[src/rtl/regfile_wb_sched_pkg.sv]
// Shared definitions for the register-file write-back scheduler.
package regfile_wb_pkg;

  localparam int unsigned XLEN      = 64;
  localparam int unsigned NREGS     = 32;
  localparam int unsigned REG_IDX_W = 5;
  localparam int unsigned NUM_REQ   = 3;

  // Requester indices into the arbiter request vector
  localparam int unsigned REQ_ALU = 0;
  localparam int unsigned REQ_LSU = 1;
  localparam int unsigned REQ_MDU = 2;

  typedef struct packed {
    logic                 valid;
    logic [REG_IDX_W-1:0] rd;
    logic [XLEN-1:0]      data;
  } wb_req_t;

  // Register write-enable decode; x0 is never written
  function automatic logic [NREGS-1:0] rd_onehot(input logic [REG_IDX_W-1:0] rd);
    logic [NREGS-1:0] v;
    v     = '0;
    v[rd] = (rd != '0);
    return v;
  endfunction

endpackage

[src/rtl/regfile_wb_sched_rr_arbiter.sv]
// Round-robin arbiter: rotating search pointer, one-hot combinational grant.
module rr_arbiter #(
  parameter int unsigned N = 3
) (
  input  logic         clk,
  input  logic         reset,
  input  logic [N-1:0] req,
  input  logic         en,
  output logic [N-1:0] gnt
);

  localparam int unsigned PTR_W = (N > 1) ? $clog2(N) : 1;

  logic [PTR_W-1:0] r_ptr;
  logic [PTR_W-1:0] w_ptr_nxt;
  logic [PTR_W-1:0] w_idx;
  logic [N-1:0]     w_gnt;
  logic             w_found;

  // First valid requester starting at r_ptr, wrapping; next pointer follows the winner
  always_comb begin
    w_gnt     = '0;
    w_ptr_nxt = r_ptr;
    w_found   = 1'b0;
    w_idx     = '0;
    for (int unsigned k = 0; k < N; k++) begin
      w_idx = PTR_W'((32'(r_ptr) + k) % N);
      if (en && !reset && !w_found && req[w_idx]) begin
        w_found      = 1'b1;
        w_gnt[w_idx] = 1'b1;
        w_ptr_nxt    = PTR_W'((32'(w_idx) + 32'd1) % N);
      end
    end
  end

  // Pointer register; a disabled (flush) cycle restarts the search at 0
  always_ff @(posedge clk or posedge reset) begin
    if (reset) begin
      r_ptr <= '0;
    end else if (!en) begin
      r_ptr <= '0;
    end else begin
      r_ptr <= w_ptr_nxt;
    end
  end

  assign gnt = w_gnt;

endmodule

[src/rtl/regfile_wb_sched.sv]
// Write-back scheduler: arbitrates producers onto the single RF write port
// and tracks outstanding destinations in a busy scoreboard.
module regfile_wb_sched #(
  parameter int unsigned NUM_REQ = regfile_wb_pkg::NUM_REQ,
  parameter int unsigned XLEN    = regfile_wb_pkg::XLEN,
  parameter int unsigned NREGS   = regfile_wb_pkg::NREGS
) (
  input  logic                    clk,
  input  logic                    reset,
  input  logic [NUM_REQ-1:0]      req_valid,
  input  logic [NUM_REQ*5-1:0]    req_rd,
  input  logic [NUM_REQ*XLEN-1:0] req_data,
  output logic [NUM_REQ-1:0]      req_ready,
  input  logic                    issue_valid,
  input  logic [4:0]              issue_rd,
  input  logic                    flush,
  output logic [NREGS-1:0]        busy,
  output logic [NREGS-1:0]        rf_wr_en,
  output logic [XLEN-1:0]         rf_wr_data,
  output logic                    wb_valid,
  output logic [4:0]              wb_rd
);

  import regfile_wb_pkg::*;

  wb_req_t                w_sel;
  logic [NUM_REQ-1:0]     w_gnt;
  logic [NREGS-1:0]       w_busy_nxt;
  logic [NREGS-1:0]       r_busy;
  logic [NREGS-1:0]       r_wr_en;
  logic [XLEN-1:0]        r_wr_data;
  logic                   r_wb_valid;
  logic [REG_IDX_W-1:0]   r_wb_rd;

  rr_arbiter #(.N(NUM_REQ)) u_arb (
    .clk   (clk),
    .reset (reset),
    .req   (req_valid),
    .en    (!flush),
    .gnt   (w_gnt)
  );

  assign req_ready = w_gnt;

  // One-hot mux of the granted requester's payload
  always_comb begin
    w_sel = '0;
    for (int unsigned i = 0; i < NUM_REQ; i++) begin
      if (w_gnt[i]) begin
        w_sel.valid = 1'b1;
        w_sel.rd    = req_rd[REG_IDX_W*i +: REG_IDX_W];
        w_sel.data  = req_data[XLEN*i +: XLEN];
      end
    end
  end

  // Scoreboard next state: clear on write, set on issue (set wins), flush clears all
  always_comb begin
    w_busy_nxt = r_busy;
    if (r_wb_valid) begin
      w_busy_nxt[r_wb_rd] = 1'b0;
    end
    if (issue_valid) begin
      w_busy_nxt[issue_rd] = 1'b1;
    end
    w_busy_nxt[0] = 1'b0;
    if (flush) begin
      w_busy_nxt = '0;
    end
  end

  // Output stage and scoreboard registers
  always_ff @(posedge clk or posedge reset) begin
    if (reset) begin
      r_busy     <= '0;
      r_wr_en    <= '0;
      r_wr_data  <= '0;
      r_wb_valid <= 1'b0;
      r_wb_rd    <= '0;
    end else begin
      r_busy <= w_busy_nxt;
      if (w_sel.valid) begin
        r_wb_valid <= 1'b1;
        r_wb_rd    <= w_sel.rd;
        r_wr_data  <= w_sel.data;
        r_wr_en    <= rd_onehot(w_sel.rd);
      end else begin
        r_wb_valid <= 1'b0;
        r_wr_en    <= '0;
      end
    end
  end

  assign busy       = r_busy;
  assign rf_wr_en   = r_wr_en;
  assign rf_wr_data = r_wr_data;
  assign wb_valid   = r_wb_valid;
  assign wb_rd      = r_wb_rd;

endmodule

[config.mk]
export PLATFORM = sky130hd
export DESIGN_NAME = regfile_wb_sched
export DESIGN_NICKNAME = d
export VERILOG_FILES = /design/src/rtl/regfile_wb_sched_pkg.sv /design/src/rtl/regfile_wb_sched_rr_arbiter.sv /design/src/rtl/regfile_wb_sched.sv
export SDC_FILE = /design/constraint.sdc
export NUM_CORES = 1
export LEC_CHECK = 0
export CELL_PAD_IN_SITES_DETAIL_PLACEMENT = 1
export CELL_PAD_IN_SITES_GLOBAL_PLACEMENT = 2
export CORE_UTILIZATION = 22
export DETAILED_ROUTE_END_ITERATION = 7
export PLACE_DENSITY = 0.8
export SLEW_MARGIN = 20
export SYNTH_ARGS = -nofsm -noshare
export SYNTH_HDL_FRONTEND = slang
export SYNTH_HIERARCHICAL = 1
export SYNTH_SLANG_ARGS = --single-unit
[constraint.sdc]
create_clock -name clk -period 4.7 [get_ports clk]
set_input_delay 0.47 -clock clk [delete_from_list [all_inputs] [get_ports clk]]
set_output_delay 0.47 -clock clk [all_outputs]
set_load 0.03 [all_outputs]
Word-level counts from Yosys, hierarchy flattened
Index checks and enable logic that the tools add are counted.
{ "word_totals": {"reg_bits": 136, "inputBits": 219, "output_inout_bits": 137, "word_cells": 88} }
{ "classes": {"add_sub_neg": 5, "div": 6, "magnitude_cmp": 12, "n_mux": 35, "bitwise": 6, "n_reduce_logical": 18} }
{ "ops": {"columns": ["cell", "count"], "rows": [
  ["70-bit 2-to-1 mux", 3],
  ["32-bit by 2-bit remainder unit with 32-bit output, second input constant", 5],
  ["32-bit 2-to-1 mux", 4],
  ["32-bit bitwise AND", 2],
  ["2-bit by 2-bit remainder unit with 32-bit output, second input constant", 1],
  ["32-bit inverter", 1],
  ["32-bit OR", 1],
  ["5-bit by 6-bit < comparator with 1-bit output, second input constant", 3],
  ["1-bit demux with 5-bit select", 3],
  ["5-bit by 1-bit >= comparator with 1-bit output, second input constant", 3],
  ["2-bit by 1-bit adder with 3-bit output, second input constant", 4],
  ["1-bit logical AND", 12],
  ["1-bit 2-to-1 mux", 12],
  ["2-bit by 3-bit < comparator with 1-bit output, second input constant", 3],
  ["3-bit 2-to-1 mux", 3],
  ["2-bit 2-to-1 mux", 4],
  ["1-bit binary-select mux with 2-bit select", 3],
  ["1-bit demux with 2-bit select", 3],
  ["2-bit by 1-bit >= comparator with 1-bit output, second input constant", 3],
  ["3-bit OR", 2],
  ["5-bit nonzero test", 1],
  ["1-bit logical NOT", 4],
  ["4-bit nonzero test", 1],
  ["2-bit by 2-bit adder with 3-bit output, second input constant", 1]
]} }

Longest topological paths before layout
{ "logic_depth": {"word_depth": 22, "mapped_depth": 15, "mapped_depth_nobuf": 11} }

Modules after synthesis
The synthesis kept the hierarchy.
{ "by_module_without_submodules": {"columns": ["mod", "n_inst", "cells_each", "area_per_inst_um2"], "rows": [
  ["regfile_wb_sched", 1, 585, 5851.9],
  ["rr_arbiter", 1, 51, 467.9]
]} }

Least setup slack after synthesis
OpenSTA, ideal clock, no wires.
{ "synth_timing": {"path_kind": "register -> register", "startpoint": "reg u_arb.r_ptr[0]", "endpoint": "reg r_wr_data[20], in the netlist rf_wr_data[20]", "arrival_ps": 2911, "t_required_ps": 4563, "setup_slack_ps": 1652, "path_stages_with_launch": 16, "n_path_buf": 4, "cell_sequence": "dfrtp_1 -> inv_1 -> ha_1 -> clkbuf_1 -> mux2i_1 -> nor2b_2 -> a21o_4 -> a22o_1 -> a21o_2 -> buf_4 -> nor3_4 -> inv_2 -> buf_6 -> buf_2 -> o22ai_1 -> a21oi_1"} }
{ "synth_via": {"elab_chain_cells": 16, "elab_cells_between_ends": 43, "classes_between": "add/sub (2); div (3); order compare (6); mux (20); bitwise (2); reduce/logical (10)"} }
{ "synth_rtl": {"columns": ["item", "line_no", "rtl"], "rows": [
  ["start, declared", "regfile_wb_sched_rr_arbiter.sv:14", "logic [PTR_W-1:0] r_ptr;"],
  ["start signal, assigned", "regfile_wb_sched_rr_arbiter.sv:43", "r_ptr <= w_ptr_nxt;"],
  ["parallel branches: the longest is 12 deep, another holds 32-bit by 2-bit remainder unit with 32-bit output", null, null],
  ["3-bit 2-to-1 mux *", "regfile_wb_sched_rr_arbiter.sv:28", "if (en && !reset && !w_found && req[w_idx]) begin"],
  ["net req_ready[0]", "regfile_wb_sched.sv:13", "output logic [NUM_REQ-1:0] req_ready,"],
  ["70-bit 2-to-1 mux * (3 in series)", "regfile_wb_sched.sv:49", "if (w_gnt[i]) begin"],
  ["end signal, assigned", "regfile_wb_sched.sv:85", "r_wr_data <= w_sel.data;"],
  ["end, declared", "regfile_wb_sched.sv:31", "logic [XLEN-1:0] r_wr_data;"]
]} }
Mark *: on every way through the listed nets, which the timed path passes. The select of a mux whose other input is x is not followed.
A chain may end at the register's enable or synchronous reset.

Worst setup path after layout
{ "layout_timing": {"startpoint": "reg u_arb.r_ptr[0]", "endpoint": "out req_ready[2]"} }
{ "layout_via": {"elab_chain_cells": 13, "elab_cells_between_ends": 40, "classes_between": "add/sub (2); div (3); order compare (6); mux (17); bitwise (2); reduce/logical (10)"} }
{ "layout_rtl": {"columns": ["item", "line_no"], "rows": [
  ["parallel branches: the longest is 12 deep, another holds 32-bit by 2-bit remainder unit with 32-bit output", null],
  ["3-bit 2-to-1 mux *", "regfile_wb_sched_rr_arbiter.sv:28"],
  ["end, declared", "regfile_wb_sched.sv:13"]
]} }
Mark *: on every way between the ends. The select of a mux whose other input is x is not followed.

==> run summary <==
Post-Place Worst Slack: 0.840 ns
RR Endpoint: rf_wr_data[2]
CP cell instances: inv_1, ha_1, mux2i_1, nor2b_2, a21o_4, a22o_1, a21o_1, clkdlybuf4s50_1
core area: 28,000 um^2
DPL Wire Length: 21,500 um
antenna violations before repair: 1
flop2flop setup slack: 1.06 ns
Slew headroom: 23.4%
GR met1 Demand/Resource: 22.7%
Clock Sinks: 135
clk root buf: clkbuf_16
clk slew on worst S/H paths: 0.06 ns
share of the synthesized area in the top cell type: 53.5%
routed wire length: 28,800 um
CTS H-tree depth: 4
Setup crit end: req_ready[2]
routability cong.: 0.809
EDFF count, synth: 0
post-route ant nets: 0
Unique masters post-synth: 57
Yosys warnings: 6
Slew @ Worst Pin: 1.15 ns
setup TNS: 0 ns
critical path type: flip-flop to primary output
placed cell count: 1,333
CP bufs+invs: 2
status: finished clean
net switching power: 2.58 mW
# IOs: 356
Tot Pwr: 6.02 mW
largest net degree at the start of global routing: 97
FF+latch count, synth: 135
reg2reg start: u_arb/r_ptr[0]
Crit. End Element: primary output
Avg WL per Cell: 21.1 um
Post-Synthesis Cells: 636
P per Cell Area: 559 nW/um^2
final worst setup slack: 0.685 ns
CTS tree: built
min-delay worst type: input pin to async pin
Die H: 171 um
Layout fillers: 3,124
syn avg cell area: 9.94 um^2
# setup viols final: 0
internal power: 3.44 mW
post-CTS setup buffer count: 0
vias in the first global route: 6,772
Vias/cell: 4.76
Arrival @ worst endpoint: 3.55 ns
Clock Latency Late Sink: 0.42 ns
nets@finish: 1,198
Seq/Total Area, Yosys: 53.5%
Reg2Reg Depth: 12
GRT Total Usage: 18.7%
global-route wire length before repair: 41,100 um
Hold-fix buffers, CTS: 0
cts repair resizes: 0
vias after detailed routing: 6,506
1st-iter DRT viols: 245
P&R area growth vs syn: 70.4%
Critical Path RT: 4.23 ns
total CTS buffers: 17
Slew Viols, Final: 0
Slowest-stage cell, CP: clkdlybuf4s50_1
Hold Violations, Final: 0
fin cells: 1,366
die area: 29,400 um^2
min Tclk post-route: 4.02 ns
Max-Cap Viols: 0
gr busiest metal: met2
clock power share: 22.4%
slowest stage delay, CP: 0.79 ns
Final Cycle Share: 85.4%
Sw Ratio: 42.8%
Static Leak: 4.21 nW
most frequent cells in the layout: clkdlybuf4s50_1, dfrtp_1, o22ai_1
synthesized cell area: 6320 um^2
M3 GR Usage: 4.10%
Port-buffer cells: 354
CP Launch Type: flip-flop
DR DRC count: 0
Die X: 171 um
worst setup path startpoint: u_arb/r_ptr[0]
clock skew: 0.0203 ns
first drt pass iteration count: 4
layout cell share with drive strength beyond 1: 7.50%
sequential power share: 28.7%
Top FF cell, synth: dfrtp_1
Yosys top cell by area: dfrtp_1
Top delay family on crit path: buffers and inverters
cell count along the critical path: 8
initial core utilization: 22.6%
total grt overflow: 0
Core Rows: 61
crit-path max FO: 14
RSZ-0062 raised after global routing: false
commonest non-fill, non-tap cell in the layout: clkdlybuf4s50_1
Fmax: 0.249 GHz
Combinational Power Share: 48.9%
peak supply drop: 0.229 mV
met2 Use GR: 33.0%
synth top area cells: dfrtp_1, o22ai_1, a21oi_1
asr flop ratio synth: 100%
Max clock buf depth: 2
cell usage after synthesis, types with 3 or more instances:
library cell	n
dfrtp_1	135
o22ai_1	128
a21oi_1	98
nand2_1	53
o21ai_0	33
nor2_1	30
buf_2	20
clkbuf_1	15
nor3_1	11
buf_6	10
inv_1	10
nand3b_1	10
nand3_1	8
ha_1	5
nor3b_1	5
a21o_1	4
nand2_2	4
nor2b_1	4
a22o_1	3
inv_2	3
nand2b_1	3
power by group through the flow:
| stage | Clock (mW) | Combinational, mW | Sequential, mW |
|---|---|---|---|
| after floorplan | 0 | 1.16 | 2.27 |
| after global placement | 0 | 2.91 | 1.74 |
| after detailed placement | 0 | 2.96 | 1.75 |
| after CTS | 1.40 | 2.97 | 1.73 |
| after global routing | 1.44 | 3.14 | 1.77 |
| final | 1.35 | 2.95 | 1.73 |
per-layer routing:
layer / part of all wire [%] / wire (um)
met5: 0 / 0
met4: 1.5 / 439
met3: 6.6 / 1910
met2: 51 / 14700
met1: 41 / 11800
registers in the layout, indices dropped and copies added, names as in the netlist:
name,count
u_arb/r_ptr,2
rf_wr_en,32
wb_valid,1
wb_rd,5
rf_wr_data,64
busy,31
per-stage QoR:
step / hold slack [ns] / area (um^2) / utilization (%)
floorplan: 0.220 / 6320 / -
finish: 0.435 / 10800 / 38.5
global placement: 0.529 / 10200 / 36.4
global route: 0.476 / 10800 / 38.5
detailed placement: 0.541 / 10200 / 36.4
CTS: 0.434 / 10800 / 38.4
layout make-up:
cell class / count / area (um^2) / share of cell area (%)
clock inverter: 13 / 133 / 1.23
multi-input combinational: 442 / 2610 / 24.3
tap: 378 / 473 / 4.39
clock buffer: 19 / 453 / 4.20
timing repair buffer: 365 / 3660 / 34.0
sequential: 135 / 3380 / 31.4
antenna: 1 / 2.50 / 0.0232
inverter: 13 / 56.3 / 0.523
kinds of logic (layout without fill, tap and decap cells):
group	after synthesis	in the layout	synth area share, %
muxes	3	3	0.554
AOI/OAI and AO/OA	287	287	27.7
other	1	3	0.0593
and+or+nand+nor	145	145	11.9
DFF	135	135	53.5
adders and majority gates	5	5	0.990
buffers and inverters	60	410	5.27
worst register-to-register path, delay by kind of cell, from the launching register on:
kind,cells,cell delay [ns]
buf+inv,3,0.73
compound gates,5,1.26
fa+ha+maj,1,0.37
simple gates,2,0.42
mux,1,0.37
flops,1,0.41
worst min path at each step:
stage | cells after the start | slack [ns] | endpoint
after floorplan | 1 | 0.22 | u_arb/r_ptr[0]
after global placement | 2 | 0.53 | busy[16]
after detailed placement | 2 | 0.54 | busy[4]
after CTS | 2 | 0.43 | u_arb/r_ptr[1]
after global routing | 2 | 0.48 | u_arb/r_ptr[1]
final | 2 | 0.43 | u_arb/r_ptr[0]
(Power assumes the default switching activity.)
